`src/rtl/voice_allocator.sv`:
```
// ---------------------------------------------------------------------------
// voice_allocator
//
// Polyphonic voice allocator. Note events are accepted one at a time; each
// accepted event walks every voice once (one voice per clock) to find a
// matching voice, the lowest free voice and the oldest sounding voice, and
// then applies the update in a single APPLY cycle. When a note-on finds no
// free voice, the oldest voice is stolen: its gate drops for GAP_CYCLES
// clocks so the envelope can retrigger, then rises again with the new note.
//
// Handshake: an event transfers on a rising clk edge where ev_valid and
// ev_ready are both high. ev_ready is high only while the allocator is IDLE;
// ev_valid seen while ev_ready is low is ignored, and ev_type/ev_note are
// captured at the transfer edge, so later changes on them have no effect.
//
// Ports
//   clk       system clock, single domain
//   rst       synchronous active-high reset
//   ev_valid  event request
//   ev_ready  allocator idle / able to accept an event
//   ev_type   00 note-off, 01 note-on, 10 all-off, 11 no-op
//   ev_note   note number of the event
//   gate      per-voice gate, bit i drives voice i (registered)
//   note      per-voice note, voice i at [i*NOTE_W +: NOTE_W] (registered)
//   stolen    high for the one APPLY cycle in which a voice is stolen
// ---------------------------------------------------------------------------
module voice_allocator #(
  parameter int NUM_VOICES = 8,
  parameter int NOTE_W     = 8,
  parameter int GAP_CYCLES = 512
) (
  input  logic                         clk,
  input  logic                         rst,
  input  logic                         ev_valid,
  output logic                         ev_ready,
  input  logic [1:0]                   ev_type,
  input  logic [NOTE_W-1:0]            ev_note,
  output logic [NUM_VOICES-1:0]        gate,
  output logic [NUM_VOICES*NOTE_W-1:0] note,
  output logic                         stolen
);

  localparam int IDX_W  = (NUM_VOICES > 1) ? $clog2(NUM_VOICES) : 1;
  localparam int GCNT_W = $clog2(GAP_CYCLES + 1);

  localparam logic [1:0] EV_OFF    = 2'b00;
  localparam logic [1:0] EV_ON     = 2'b01;
  localparam logic [1:0] EV_ALLOFF = 2'b10;

  typedef enum logic [1:0] {
    IDLE  = 2'd0,
    SCAN  = 2'd1,
    APPLY = 2'd2,
    GAP   = 2'd3
  } state_t;

  state_t state;
  state_t state_next;

  // Latched event
  logic [1:0]        lat_type;
  logic [NOTE_W-1:0] lat_note;

  // Scan bookkeeping
  logic [IDX_W-1:0]  scan_idx;
  logic              match_found;
  logic [IDX_W-1:0]  match_idx;
  logic              free_found;
  logic [IDX_W-1:0]  free_idx;
  logic              old_found;
  logic [IDX_W-1:0]  old_idx;
  logic [7:0]        old_age;

  logic [GCNT_W-1:0] gap_cnt;

  // Voice state
  logic [NUM_VOICES-1:0] gate_q;
  logic [NOTE_W-1:0]     note_q [NUM_VOICES];
  logic [7:0]            age_q  [NUM_VOICES];

  // Combinational helpers
  logic              accept;
  logic              scan_last;
  logic              gap_done;
  logic              steal;
  logic              cur_gate;
  logic [NOTE_W-1:0] cur_note;
  logic [7:0]        cur_age;
  logic [IDX_W-1:0]  target_idx;

  function automatic logic [7:0] age_inc(input logic [7:0] a);
    return (a == 8'hFF) ? a : a + 8'd1;
  endfunction

  assign ev_ready  = (state == IDLE);
  assign accept    = ev_valid && ev_ready;
  assign scan_last = (scan_idx == IDX_W'(NUM_VOICES - 1));
  assign gap_done  = (gap_cnt == GCNT_W'(GAP_CYCLES - 1));

  // A note-on with neither a match nor a free voice has to steal.
  assign steal  = (lat_type == EV_ON) && !match_found && !free_found;
  assign stolen = (state == APPLY) && steal;

  assign cur_gate = gate_q[scan_idx];
  assign cur_note = note_q[scan_idx];
  assign cur_age  = age_q[scan_idx];

  // Voice touched by a note-on: retrigger a match, else fill the lowest free
  // voice, else steal the oldest.
  assign target_idx = match_found ? match_idx : (free_found ? free_idx : old_idx);

  // -------------------------------------------------------------------------
  // FSM state register
  // -------------------------------------------------------------------------
  always_ff @(posedge clk) begin
    if (rst) begin
      state <= IDLE;
    end else begin
      state <= state_next;
    end
  end

  // -------------------------------------------------------------------------
  // FSM next-state logic
  // -------------------------------------------------------------------------
  always_comb begin
    state_next = state;
    case (state)
      IDLE:    if (accept) state_next = SCAN;
      SCAN:    if (scan_last) state_next = APPLY;
      APPLY:   state_next = steal ? GAP : IDLE;
      GAP:     if (gap_done) state_next = IDLE;
      default: state_next = IDLE;
    endcase
  end

  // -------------------------------------------------------------------------
  // Event latch and scan bookkeeping
  // -------------------------------------------------------------------------
  always_ff @(posedge clk) begin
    if (rst) begin
      lat_type    <= 2'b11;
      lat_note    <= '0;
      scan_idx    <= '0;
      match_found <= 1'b0;
      match_idx   <= '0;
      free_found  <= 1'b0;
      free_idx    <= '0;
      old_found   <= 1'b0;
      old_idx     <= '0;
      old_age     <= '0;
    end else if (state == IDLE) begin
      if (accept) begin
        lat_type    <= ev_type;
        lat_note    <= ev_note;
        scan_idx    <= '0;
        match_found <= 1'b0;
        free_found  <= 1'b0;
        old_found   <= 1'b0;
        old_age     <= '0;
      end
    end else if (state == SCAN) begin
      if (cur_gate && (cur_note == lat_note) && !match_found) begin
        match_found <= 1'b1;
        match_idx   <= scan_idx;
      end
      if (!cur_gate && !free_found) begin
        free_found <= 1'b1;
        free_idx   <= scan_idx;
      end
      // Strict greater-than keeps the lowest index on equal ages.
      if (cur_gate && (!old_found || (cur_age > old_age))) begin
        old_found <= 1'b1;
        old_idx   <= scan_idx;
        old_age   <= cur_age;
      end
      scan_idx <= scan_idx + IDX_W'(1);
    end
  end

  // -------------------------------------------------------------------------
  // Voice state: only changes on the APPLY edge and the final GAP edge.
  // -------------------------------------------------------------------------
  always_ff @(posedge clk) begin
    if (rst) begin
      gate_q  <= '0;
      gap_cnt <= '0;
      for (int i = 0; i < NUM_VOICES; i++) begin
        note_q[i] <= '0;
        age_q[i]  <= '0;
      end
    end else if (state == APPLY) begin
      gap_cnt <= '0;
      case (lat_type)
        EV_ON: begin
          for (int i = 0; i < NUM_VOICES; i++) begin
            if (IDX_W'(i) == target_idx) begin
              age_q[i] <= '0;
              if (!match_found) begin
                note_q[i] <= lat_note;
                // Free voice opens immediately; a stolen voice closes for the gap.
                gate_q[i] <= free_found;
              end
            end else if (gate_q[i]) begin
              age_q[i] <= age_inc(age_q[i]);
            end
          end
        end
        EV_OFF: begin
          if (match_found) begin
            gate_q[match_idx] <= 1'b0;
            age_q[match_idx]  <= '0;
          end
        end
        EV_ALLOFF: begin
          gate_q <= '0;
          for (int i = 0; i < NUM_VOICES; i++) begin
            age_q[i] <= '0;
          end
        end
        default: begin
        end
      endcase
    end else if (state == GAP) begin
      if (gap_done) begin
        gate_q[old_idx] <= 1'b1;
        gap_cnt         <= '0;
      end else begin
        gap_cnt <= gap_cnt + GCNT_W'(1);
      end
    end
  end

  // -------------------------------------------------------------------------
  // Outputs
  // -------------------------------------------------------------------------
  assign gate = gate_q;

  for (genvar g = 0; g < NUM_VOICES; g++) begin : g_note_out
    assign note[g*NOTE_W +: NOTE_W] = note_q[g];
  end

endmodule
```
`config.mk`:
```
export PLATFORM = sky130hd
export DESIGN_NAME = voice_allocator
export DESIGN_NICKNAME = d
export VERILOG_FILES = /design/src/rtl/voice_allocator.sv
export SDC_FILE = /design/constraint.sdc
export NUM_CORES = 1
export LEC_CHECK = 0
export BUFFER_PORTS_ARGS = -buffer_cell sky130_fd_sc_hd__buf_4
export CAP_MARGIN = 20
export CORE_MARGIN = 3
export CORE_UTILIZATION = 33
export CTS_BUF_LIST = sky130_fd_sc_hd__clkbuf_2 sky130_fd_sc_hd__clkbuf_4 sky130_fd_sc_hd__clkbuf_8
export CTS_CLUSTER_DIAMETER = 40
export CTS_CLUSTER_SIZE = 28
export DETAILED_ROUTE_END_ITERATION = 12
export GPL_TIMING_DRIVEN = 0
export HOLD_SLACK_MARGIN = 0.02
export SLEW_MARGIN = 40
export SYNTH_ARGS = -nofsm -noshare
export SYNTH_HDL_FRONTEND = slang
export SYNTH_SLANG_ARGS = --single-unit
```
`constraint.sdc`:
```
create_clock -name clk -period 3.49 [get_ports clk]
set_input_delay 0.1745 -clock clk [delete_from_list [all_inputs] [get_ports clk]]
set_output_delay 0.1745 -clock clk [all_outputs]
set_load 0.05 [all_outputs]
```
==> summary.txt <==
Status
  – Outcome: complete, no violations

Drt
  – Initial DRC count: 775
  – Routed Antenna Nets: 0
  – Vias/cell: 5.58
  – Routed vias: 8504
  – Wirelength, routed: 30100 µm
  – Remaining DRCs: 0
  – Routed WL per cell: 19.7 µm
  – Drt first pass iters: 5

CTS
  – TritonCTS buffer count: 17
  – Clk Latency, worst-skew pair: 480 ps
  – Total number of H-tree levels: 4
  – CTS tree: built
  – Clk sinks: 184
  – Clock-pin slew on the worst setup and hold paths: 110 ps
  – CTS Buffer Depth: 2
  – Clock Root Buffer: clkbuf_8

Floorplanning
  – Starting density of the core: 0.341
  – DIE HEIGHT: 179 µm
  – IO Count: 87
  – Full die area: 32200 µm²
  – Row cnt: 62
  – Core area: 29200 µm²
  – Die width: 179 µm

Synthesis
  – #FFs+latches synth: 184
  – Post-synthesis share of cell area spent on xor and xnor gates: 0.0185
  – Synth async-reset ratio: 0
  – Mapped cell area: 9930 µm²
  – Compound-Gate Fraction of Synth Area: 0.150
  – Largest family of logic cells by synthesized area: simple AND/OR/NAND/NOR gates
  – Primary FF master, synth: dfxtp_1
  – Syn Nets: 1038
  – Post-synthesis mux area share: 0.122
  – Number of flops mapped to enable cells by yosys: 64
  – Adder-cell share of the synthesized area: 0.0239
  – Syn_area_per_cell: 9.87 µm²
  – Synthesized-area fraction occupied by and/or/nand/nor cells: 0.211
  – Synth warn: 0
  – Cells after Synth: 1006
  – Sequential fraction of the synthesis area: 0.435
  – Netlist cell types: 84

Global route
  – Vias in the first global route: 8156
  – Global route overflow: 0
  – GRT Overall Usage: 0.183
  – First-pass GRT wire length: 47200 µm
  – Initial antenna violation count: 0
  – Largest net degree at the start of global routing: 21

Timing
  – Min cycle time layout: 3260 ps
  – Slew Viols, Final: 0
  – Slew headroom: 0.459
  – Unrepaired setup endpoints after global routing: false
  – Setup Viol. Count Final: 0
  – Setup TNS: 0 ps
  – Hold Vio Cnt, Final: 0
  – Final worst clock skew: 26.1 ps
  – Fmax: 307 MHz
  – Measured slew at the worst slew-check pin: 802 ps
  – Part of the cycle the worst path needs: 0.934

Hold path
  – Hold path depth: 3
  – HP Class: input pin to flip-flop
  – HP Start: ev_valid
  – Hold Path Sink: state[0]

Final layout
  – Design area: 11700 µm²
  – Final #Nets: 1158
  – Layout cell share with drive strength beyond 1: 0.208
  – Non-filler cells, final: 1523
  – # diodes: 0
  – Syn-to-layout area delta: 18.0%
  – Filler cells: 2919

Placed design
  – GPL Wtd Cong: 0.846
  – Post-DP HPWL: 22800 µm
  – Number of port buffers: 86
  – Placed Area: 11100 µm²
  – Cells after DPL: 1481

Setup path
  – FF-to-FF path depth: 12
  – Critical Path RT: 3850 ps
  – R2R Setup Slk: 230 ps
  – Slowest cell on crit path: mux4_2
  – Crit Path Max Fanout: 10
  – Endpoint class of the critical path: flip-flop
  – Setup CP Type: flip-flop to flip-flop
  – RR Endpoint: old_age[3]
  – Startpoint types: flip-flop
  – CP max stage delay: 570 ps
  – CP cell instances: buf_6 -> buf_8 -> mux4_2 -> mux2_2 -> ha_1 -> nand3_1 -> o221a_2 -> o221ai_2 -> nand3_2 -> buf_4 -> mux2i_1 -> nor2_1
  – Arrival time at the worst endpoint: 3620 ps

Job
  – Max cap viols: 0

Pwr
  – Worst vdd ir: 0.222 mV
  – Pwr Density: 370 nW/µm²
  – Leakage: 4.35 nW
-- how the worst max path moves through the flow --
| stage | slack (ps) | endpoint | depth (start not counted) |
|---|---|---|---|
| 6_report | 230 | old_age[3] | 12 |
| 5_1_grt | 40 | old_age[6] | 12 |
| 4_1_cts | 20 | old_age[6] | 12 |
| 3_5_place_dp | -620 | old_age[3] | 13 |
| 3_3_place_gp | -540 | old_idx[0] | 13 |
| 2_1_floorplan | 240 | old_age[2] | 13 |
-- final cells by class --
type                    instances  area (µm²)  share of cell area
well taps                     384         480              0.0410
inverters                      32         120              0.0102
clock inverters                14         174              0.0148
clock buffers                  18         241              0.0206
plain buffers                  50         298              0.0254
repair buffers                102         798              0.0681
multi-input cells             739        5280               0.451
flip-flops and latches        184        4330               0.369
-- logic make-up after synthesis --
group                    after synthesis
flip-flops                           184
adder cells (fa/ha/maj)               19
XOR/XNOR                              21
AND/OR/NAND/NOR                      390
multiplexers                          81
buffers and inverters                 83
AO/OA/AOI/OAI                        228
-- power breakdown --
part	internal [mW]	total [mW]	leakage, nW	switching [mW]
clock network	0.619	1.54	0.211	0.920
registers	2.26	2.30	1.63	0.0427
logic	0.166	0.494	2.51	0.327
total	3.04	4.33	4.35	1.29
-- cells in the final DEF (no fill, tap or decap), types with 5 or more instances in the layout --
master	n
dfxtp_1	119
buf_4	96
nor2_1	95
a21oi_1	83
edfxtp_1	64
nand2_1	59
and2_1	54
o21ai_0	40
mux2i_1	39
nand3_1	39
inv_1	32
mux4_2	31
and3_1	25
nor2b_1	21
or3_1	21
clkbuf_1	19
ha_1	19
xor2_1	17
clkbuf_8	17
a31oi_1	16
o31ai_1	15
buf_2	12
nand4_1	12
nor3_1	12
buf_6	10
mux2_2	10
dlygate4sd3_1	10
o21ai_2	9
nand3b_1	9
or4_1	7
a22oi_1	6
a311oi_1	6
a211oi_1	5
inv_6	5
-- critical path, delay by kind of cell (launching register included) --
family | cells | cell delay [ps]
multiplexers | 3 | 1060
buffers and inverters | 3 | 590
AO/OA/AOI/OAI | 2 | 510
flip-flops | 1 | 390
adder cells (fa/ha/maj) | 1 | 300
AND/OR/NAND/NOR | 3 | 270
-- sequential cells by signal, indices dropped and copies added (netlist names), named ones only --
signal and count:
old_idx 3, scan_idx 3, lat_note 8, gate 8, match_found 1, old_age 8
note_q 64, state 2, free_idx 3, lat_type 2, free_found 1, age_q 64
match_idx 3, old_found 1, gap_cnt 10
-- per-stage QoR --
stage	util	hold slack, ps	power (mW)	setup slack (ps)
after floorplan	-	299	2.66	241
after global placement	0.379	420	2.82	-543
after detailed placement	0.382	428	2.83	-616
after CTS	0.401	24.7	4.36	16.0
after global routing	0.402	83.5	4.47	40.5
final	0.402	53.3	4.33	231
-- timing repair --
| item | in CTS | in global routing |
|---|---|---|
| pin swaps | 0 | 1 |
| cloned | 0 | 0 |
| hold endpoints to repair | 10 | 0 |
| resized for setup | 12 | 4 |
| buffers inserted | 0 | 1 |
| hold buffers | 10 | 0 |
| endpoints found under the setup margin | 12 | 9 |
-- cells in the mapped netlist (all sizes together), types with 5 or more instances --
library cell,number,area (µm²)
dfxtp,120,2400
nand2,59,221
a22oi,6,45.0
a31oi,17,113
edfxtp,64,1920
or3b,6,52.6
o21ai,50,258
or4,7,52.6
mux2i,39,390
a311oi,7,67.6
nor3,12,60.1
inv,32,120
a21oi,84,424
or3,22,139
nor2,95,357
and3,25,156
nor4,5,52.6
nand4,12,75.1
nor2b,21,131
ha,19,238
mux2,11,128
a211oi,5,37.5
and2,56,353
nand3,40,200
nand3b,9,67.6
buf,31,191
clkbuf,20,76.3
xor2,17,149
o31ai,15,113
mux4,31,698
-- metal layers --
metal,vias to the layer above,global-route usage,share of wire
li1,3972,-,-
met1,4150,0.253,0.45
met2,339,0.290,0.46
met3,43,0.0327,0.067
met4,0,0.0606,0.026
met5,-,0,0
(Power assumes the default switching activity.)
